--- config.mk ---
export PLATFORM = sky130hd
export DESIGN_NAME = lcdc_frame_fetch
export DESIGN_NICKNAME = d
export VERILOG_FILES = /design/src/rtl/lcdc_frame_fetch.sv
export SDC_FILE = /design/constraint.sdc
export NUM_CORES = 1
export LEC_CHECK = 0
export BUFFER_PORTS_ARGS = -buffer_cell sky130_fd_sc_hd__buf_2
export CAP_MARGIN = 20
export CORE_MARGIN = 5
export CORE_UTILIZATION = 55
export CTS_CLUSTER_DIAMETER = 100
export DETAILED_ROUTE_END_ITERATION = 7
export PLACE_DENSITY = 0.84
export SYNTH_ARGS = -nofsm -noshare
export SYNTH_HDL_FRONTEND = slang
export SYNTH_SLANG_ARGS = --single-unit
--- constraint.sdc ---
create_clock -name clk -period 4 [get_ports clk]
set_input_delay 0.8 -clock clk [delete_from_list [all_inputs] [get_ports clk]]
set_output_delay 0.8 -clock clk [all_outputs]
set_load 0.02 [all_outputs]
--- src/rtl/lcdc_frame_fetch.sv ---
`default_nettype none
// ============================================================================
// Module   : lcdc_frame_fetch
// Purpose  : Frame timer / vsync scheduler and burst framebuffer fetch engine
//            feeding the write side of the CSTN LCD controller pixel FIFO.
// Revision : 1.0 - initial release
// ============================================================================
module lcdc_frame_fetch #(
   parameter int ADDR_W          = 24,
   parameter int WORDS_PER_FRAME = 19200,
   parameter int BURST_LEN       = 8,
   parameter int FRAME_PERIOD    = 400000
) (
   input  logic              clk,
   input  logic              rst_n,
   input  logic              enable,
   input  logic [ADDR_W-1:0] fb_base,
   output logic              vsync_out,
   output logic              mem_req,
   output logic [ADDR_W-1:0] mem_addr,
   input  logic              mem_gnt,
   input  logic              mem_rvalid,
   input  logic [47:0]       mem_rdata,
   input  logic              fifo_afull,
   output logic              fifo_we,
   output logic [47:0]       fifo_wdata,
   output logic              busy,
   output logic              overrun,
   input  logic              overrun_clr
);

   localparam int c_TIMER_W = (FRAME_PERIOD > 1) ? $clog2(FRAME_PERIOD) : 1;
   localparam int c_WORDS_W = $clog2(WORDS_PER_FRAME + 1);
   localparam int c_BEAT_W  = (BURST_LEN > 1) ? $clog2(BURST_LEN) : 1;

   localparam logic [c_TIMER_W-1:0] c_TIMER_LAST = c_TIMER_W'(FRAME_PERIOD - 1);
   // Word count at the start of the final burst of a frame
   localparam logic [c_WORDS_W-1:0] c_WORDS_LAST = c_WORDS_W'(WORDS_PER_FRAME - BURST_LEN);
   localparam logic [c_WORDS_W-1:0] c_WORDS_STEP = c_WORDS_W'(BURST_LEN);
   localparam logic [c_BEAT_W-1:0]  c_BEAT_LAST  = c_BEAT_W'(BURST_LEN - 1);
   localparam logic [ADDR_W-1:0]    c_ADDR_STEP  = ADDR_W'(BURST_LEN);

   typedef enum logic [1:0] {
      ST_IDLE       = 2'd0,
      ST_WAIT_SPACE = 2'd1,
      ST_REQ        = 2'd2,
      ST_DATA       = 2'd3
   } state_t;

   state_t               r_state;
   state_t               w_state_nxt;
   logic [c_TIMER_W-1:0] r_timer;
   logic [ADDR_W-1:0]    r_addr;
   logic [c_WORDS_W-1:0] r_words;
   logic [c_BEAT_W-1:0]  r_beat;
   logic                 w_expiry;
   logic                 w_frame_start;
   logic                 w_beat;
   logic                 w_burst_done;
   logic                 w_last_burst;

   assign w_expiry      = enable && (r_timer == c_TIMER_LAST);
   assign w_frame_start = w_expiry && (r_state == ST_IDLE);
   assign w_beat        = (r_state == ST_DATA) && mem_rvalid;
   assign w_burst_done  = w_beat && (r_beat == c_BEAT_LAST);
   assign w_last_burst  = (r_words == c_WORDS_LAST);

   assign vsync_out = w_frame_start;
   assign mem_addr  = r_addr;
   assign busy      = (r_state != ST_IDLE);

   always_ff @(posedge clk or negedge rst_n) begin
      if (!rst_n) begin
         r_timer <= '0;
      end else if (!enable || (r_timer == c_TIMER_LAST)) begin
         r_timer <= '0;
      end else begin
         r_timer <= r_timer + 1'b1;
      end
   end

   always_ff @(posedge clk or negedge rst_n) begin
      if (!rst_n) begin
         r_state <= ST_IDLE;
      end else begin
         r_state <= w_state_nxt;
      end
   end

   always_comb begin
      w_state_nxt = r_state;
      mem_req     = 1'b0;
      unique case (r_state)
         ST_IDLE: begin
            if (w_frame_start) w_state_nxt = ST_WAIT_SPACE;
         end
         ST_WAIT_SPACE: begin
            if (!enable)          w_state_nxt = ST_IDLE;
            else if (!fifo_afull) w_state_nxt = ST_REQ;
         end
         ST_REQ: begin
            mem_req = 1'b1;
            if (mem_gnt) w_state_nxt = ST_DATA;
         end
         ST_DATA: begin
            // A granted burst always runs to completion, even with enable low
            if (w_burst_done) begin
               if (w_last_burst || !enable) w_state_nxt = ST_IDLE;
               else                         w_state_nxt = ST_WAIT_SPACE;
            end
         end
         default: w_state_nxt = ST_IDLE;
      endcase
   end

   always_ff @(posedge clk or negedge rst_n) begin
      if (!rst_n) begin
         r_addr  <= '0;
         r_words <= '0;
         r_beat  <= '0;
      end else if (w_frame_start) begin
         r_addr  <= fb_base;
         r_words <= '0;
         r_beat  <= '0;
      end else if (w_beat) begin
         if (r_beat == c_BEAT_LAST) begin
            r_beat  <= '0;
            r_addr  <= r_addr + c_ADDR_STEP;
            r_words <= r_words + c_WORDS_STEP;
         end else begin
            r_beat  <= r_beat + 1'b1;
         end
      end
   end

   always_ff @(posedge clk or negedge rst_n) begin
      if (!rst_n) begin
         fifo_we    <= 1'b0;
         fifo_wdata <= '0;
      end else begin
         fifo_we <= w_beat;
         if (w_beat) fifo_wdata <= mem_rdata;
      end
   end

   // Set has priority over a simultaneous clear
   always_ff @(posedge clk or negedge rst_n) begin
      if (!rst_n) begin
         overrun <= 1'b0;
      end else if (w_expiry && (r_state != ST_IDLE)) begin
         overrun <= 1'b1;
      end else if (overrun_clr) begin
         overrun <= 1'b0;
      end
   end

endmodule
`default_nettype wire
==> results_dict.tcl <==
set metrics [dict create \
    ir_worst_vdd_mv 0.433 \
    period_minus_slack_ps 3390 \
    synth_compound_area_share_pct 9.13 \
    synthMuxAreaShare_pct 13.1 \
    power.density_nw_per_um2 583 \
    fin_skew_ps 22.1 \
    grt_first_pass_wirelength_mm 20.6 \
    place_area_um2 6060 \
    slew_headroom_pct 51.1 \
    synth_simple_gate_area_share_pct 16.1 \
    die_area_um2 11500 \
    overflow 0 \
    mappedNetlistNets 533 \
    ys_types 50 \
    synth_edf_count 0 \
    drive_gt1_share_pct 39.8 \
    drv_cap 0 \
    report.final.slew_viol_count 0 \
    syn_area_per_cell_um2 11.6 \
    period_share_pct 84.8 \
    first_global_vias 4250 \
    synth_area_um2 5190 \
    cts_root_buf "clkbuf_8" \
    wire_per_inst_um 17.5 \
    clockBufferDepth 2 \
    synth_ff_type "dfrtp_1" \
    hpwl_mm 9.41 \
    setup_viol 0 \
    drtIter0Drc 239 \
    critPathKind "flop to output pin" \
    rsz0062_at_grt "false" \
    h-tree-depth 3 \
    yosys.area_share.xor_xnor_pct 4.55 \
    fmax_mhz 295 \
    ys_warn_count 0 \
    synth_top_family_by_area "simple AND/OR/NAND/NOR gates" \
    gp_congestion 0.858 \
    clk_pin_slew_ps 100 \
    async_reset_ff_share_pct 100 \
    routed_wl_mm 12.8 \
    track_usage_pct 22.5 \
    critPathLaunchType "flop" \
    drtPass1Iterations 5 \
    hp-class "input pin to asynchronous set/reset pin" \
    post-cts-setup-buffers 0 \
    cts_hold_buf 0 \
    area_growth_pct 20.9 \
    power_leakage_nw 2.90 \
    synth_fa_ha_area_share_pct 1.20 \
    vias_per_cell 5.73 \
    cts.sinks 110 \
    synth_cells 449 \
    die_width_um 107 \
    start_util_pct 56.2 \
    num_vias 4198 \
    cts_tree "done" \
    drc_errors 0 \
    antenna_found_initial 1 \
    stdcell_count 732 \
    worstPathArrival_ps 2590 \
    grt_start_max_net_pins 90 \
    diodes 0 \
    crit_fanout 25 \
    worst_pin_slew_ps 733 \
    n_fill_cell 733 \
    timing.setup.tns_ps 0 \
    r2r_cells 6 \
    required_ps 3200 \
    core_um2 9240 \
    ios 156 \
    finalPower_w 0.00366 \
    ys_ff_latch 110 \
    rows 35 \
    ys_seq_area_share_pct 53.0 \
    layout.nets 682 \
    cts_buffers 9 \
    postLayoutCellArea_um2 6280 \
    ant_nets 0 \
    die-height_um 107 \
    io_buffers 155 \
    dp_cells 715 \
    insertion_delay_ps 390 \
    ctsResizeCount 0 \
    finalHoldViolCount 0 \
    setup.worst_path.end_class "output pin" \
    status "complete, no violations" \
]
==> critical path, cell delays in order, from the launching register on <==
cell      delay (ps)
dfrtp_1          400
ha_1             220
and3_1           310
nand4_1          230
or3_1            420
buf_4            240
clkinv_1         200
buf_2            200
==> routing by layer <==
metal | routed length (µm) | GRT usage [%]
met5 | 11 | 0
met4 | 255 | 7.40
met3 | 863 | 5.90
met2 | 6740 | 38.7
met1 | 4960 | 27.4
==> cell usage after synthesis (2+ instances only) <==
cell	instances	area [µm²]
a21bo_2	3	30.0
a21oi_1	20	100
a22oi_1	3	22.5
a2bb2oi_1	9	78.8
a31oi_1	3	18.8
a32oi_1	5	43.8
and2_1	4	25.0
and3_1	7	43.8
and4_1	4	35.0
buf_2	4	20.0
buf_6	4	45.0
clkbuf_1	15	56.3
dfrtp_1	110	2750
ha_1	5	62.6
inv_1	7	26.3
mux2_2	52	586
mux2_4	3	45.0
mux2i_1	5	50.1
nand2_1	14	52.6
nand3_1	23	115
nand4_1	19	119
nor2_1	27	101
nor2b_1	2	12.5
nor3_1	18	90.1
nor4_1	8	50.1
nor4bb_1	3	30.0
o21ai_0	7	35.0
o21ai_1	2	10.0
o31ai_1	6	45.0
or2_1	2	12.5
or3_1	5	31.3
or4_1	7	52.6
xnor2_1	14	123
xor2_1	13	114
==> path summary, 6_finish.rpt <==
path	slack (ps)	start	end
setup / recovery	610	r_timer[0]$_DFF_PN0_	vsync_out
hold / removal	350	rst_n	fifo_wdata[0]$_DFFE_PN0P_
setup reg to reg	1690	r_beat[0]$_DFFE_PN0P_	mem_addr[10]$_DFFE_PN0P_
hold reg to reg	500	r_timer[0]$_DFF_PN0_	r_timer[0]$_DFF_PN0_
max in group asynchronous	2680	rst_n	fifo_wdata[28]$_DFFE_PN0P_
min in group clk	500	r_timer[0]$_DFF_PN0_	r_timer[0]$_DFF_PN0_
==> cell usage in the layout, fill, tap and decap left out, types with 2 or more instances in the layout <==
cell type	netlist	routed
buf_2	4	154
dfrtp_1	110	110
mux2_2	52	52
nor2_1	27	27
nand3_1	23	22
a21oi_1	20	20
nand4_1	19	19
nor3_1	18	18
nand2_1	14	14
xnor2_1	14	14
xor2_1	13	13
a2bb2oi_1	9	9
clkbuf_8	0	9
nor4_1	8	8
and3_1	7	7
inv_1	7	7
or4_1	7	7
o21ai_0	7	7
o31ai_1	6	6
buf_4	0	6
or3_1	5	5
mux2i_1	5	5
a32oi_1	5	5
ha_1	5	5
and4_1	4	4
and2_1	4	4
nor4bb_1	3	3
a21bo_2	3	3
a31oi_1	3	3
mux2_4	3	3
a22oi_1	3	3
inv_8	0	3
or2_1	2	2
o21ai_1	2	2
nor2b_1	2	2
==> per-stage QoR <==
stage / setup WS, ps / hold WS, ps / utilization (%)
floorplan: 1500 / 448 / -
global placement: 1040 / 458 / 65.5
detailed placement: 997 / 488 / 65.5
CTS: 591 / 503 / 67.7
global route: 406 / 365 / 68.0
finish: 607 / 348 / 68.0
==> state kept, by name, summed over array words and instances (netlist names) <==
register and flops:
r_beat 3, fifo_wdata 48, overrun 1, r_words 12, fifo_we 1, r_timer 19
r_state 2, mem_addr 24
==> where the power goes <==
part | switching, W | leakage [nW] | internal [W]
logic | 0.000791 | 1.42 | 0.000572
registers | 0.000213 | 1.37 | 0.00143
clock network | 0.000412 | 0.102 | 0.000247
==> cells by family after synthesis <==
| logic type | Yosys count |
|---|---|
| simple gates | 148 |
| compound gates | 68 |
| xor+xnor | 27 |
| mux | 60 |
| flops | 110 |
| fa+ha+maj | 5 |
| buf+inv | 31 |
==> cell type report <==
type	count	area (µm²)	area share, %
flip-flops and latches	110	2750	43.8
inverters	8	30.0	0.478
clock inverters	7	72.6	1.16
well taps	129	161	2.57
clock buffers	9	124	1.97
repair buffers	161	843	13.4
multi-input cells	308	2300	36.6
Note: power is estimated with default switching activity, not from simulation.
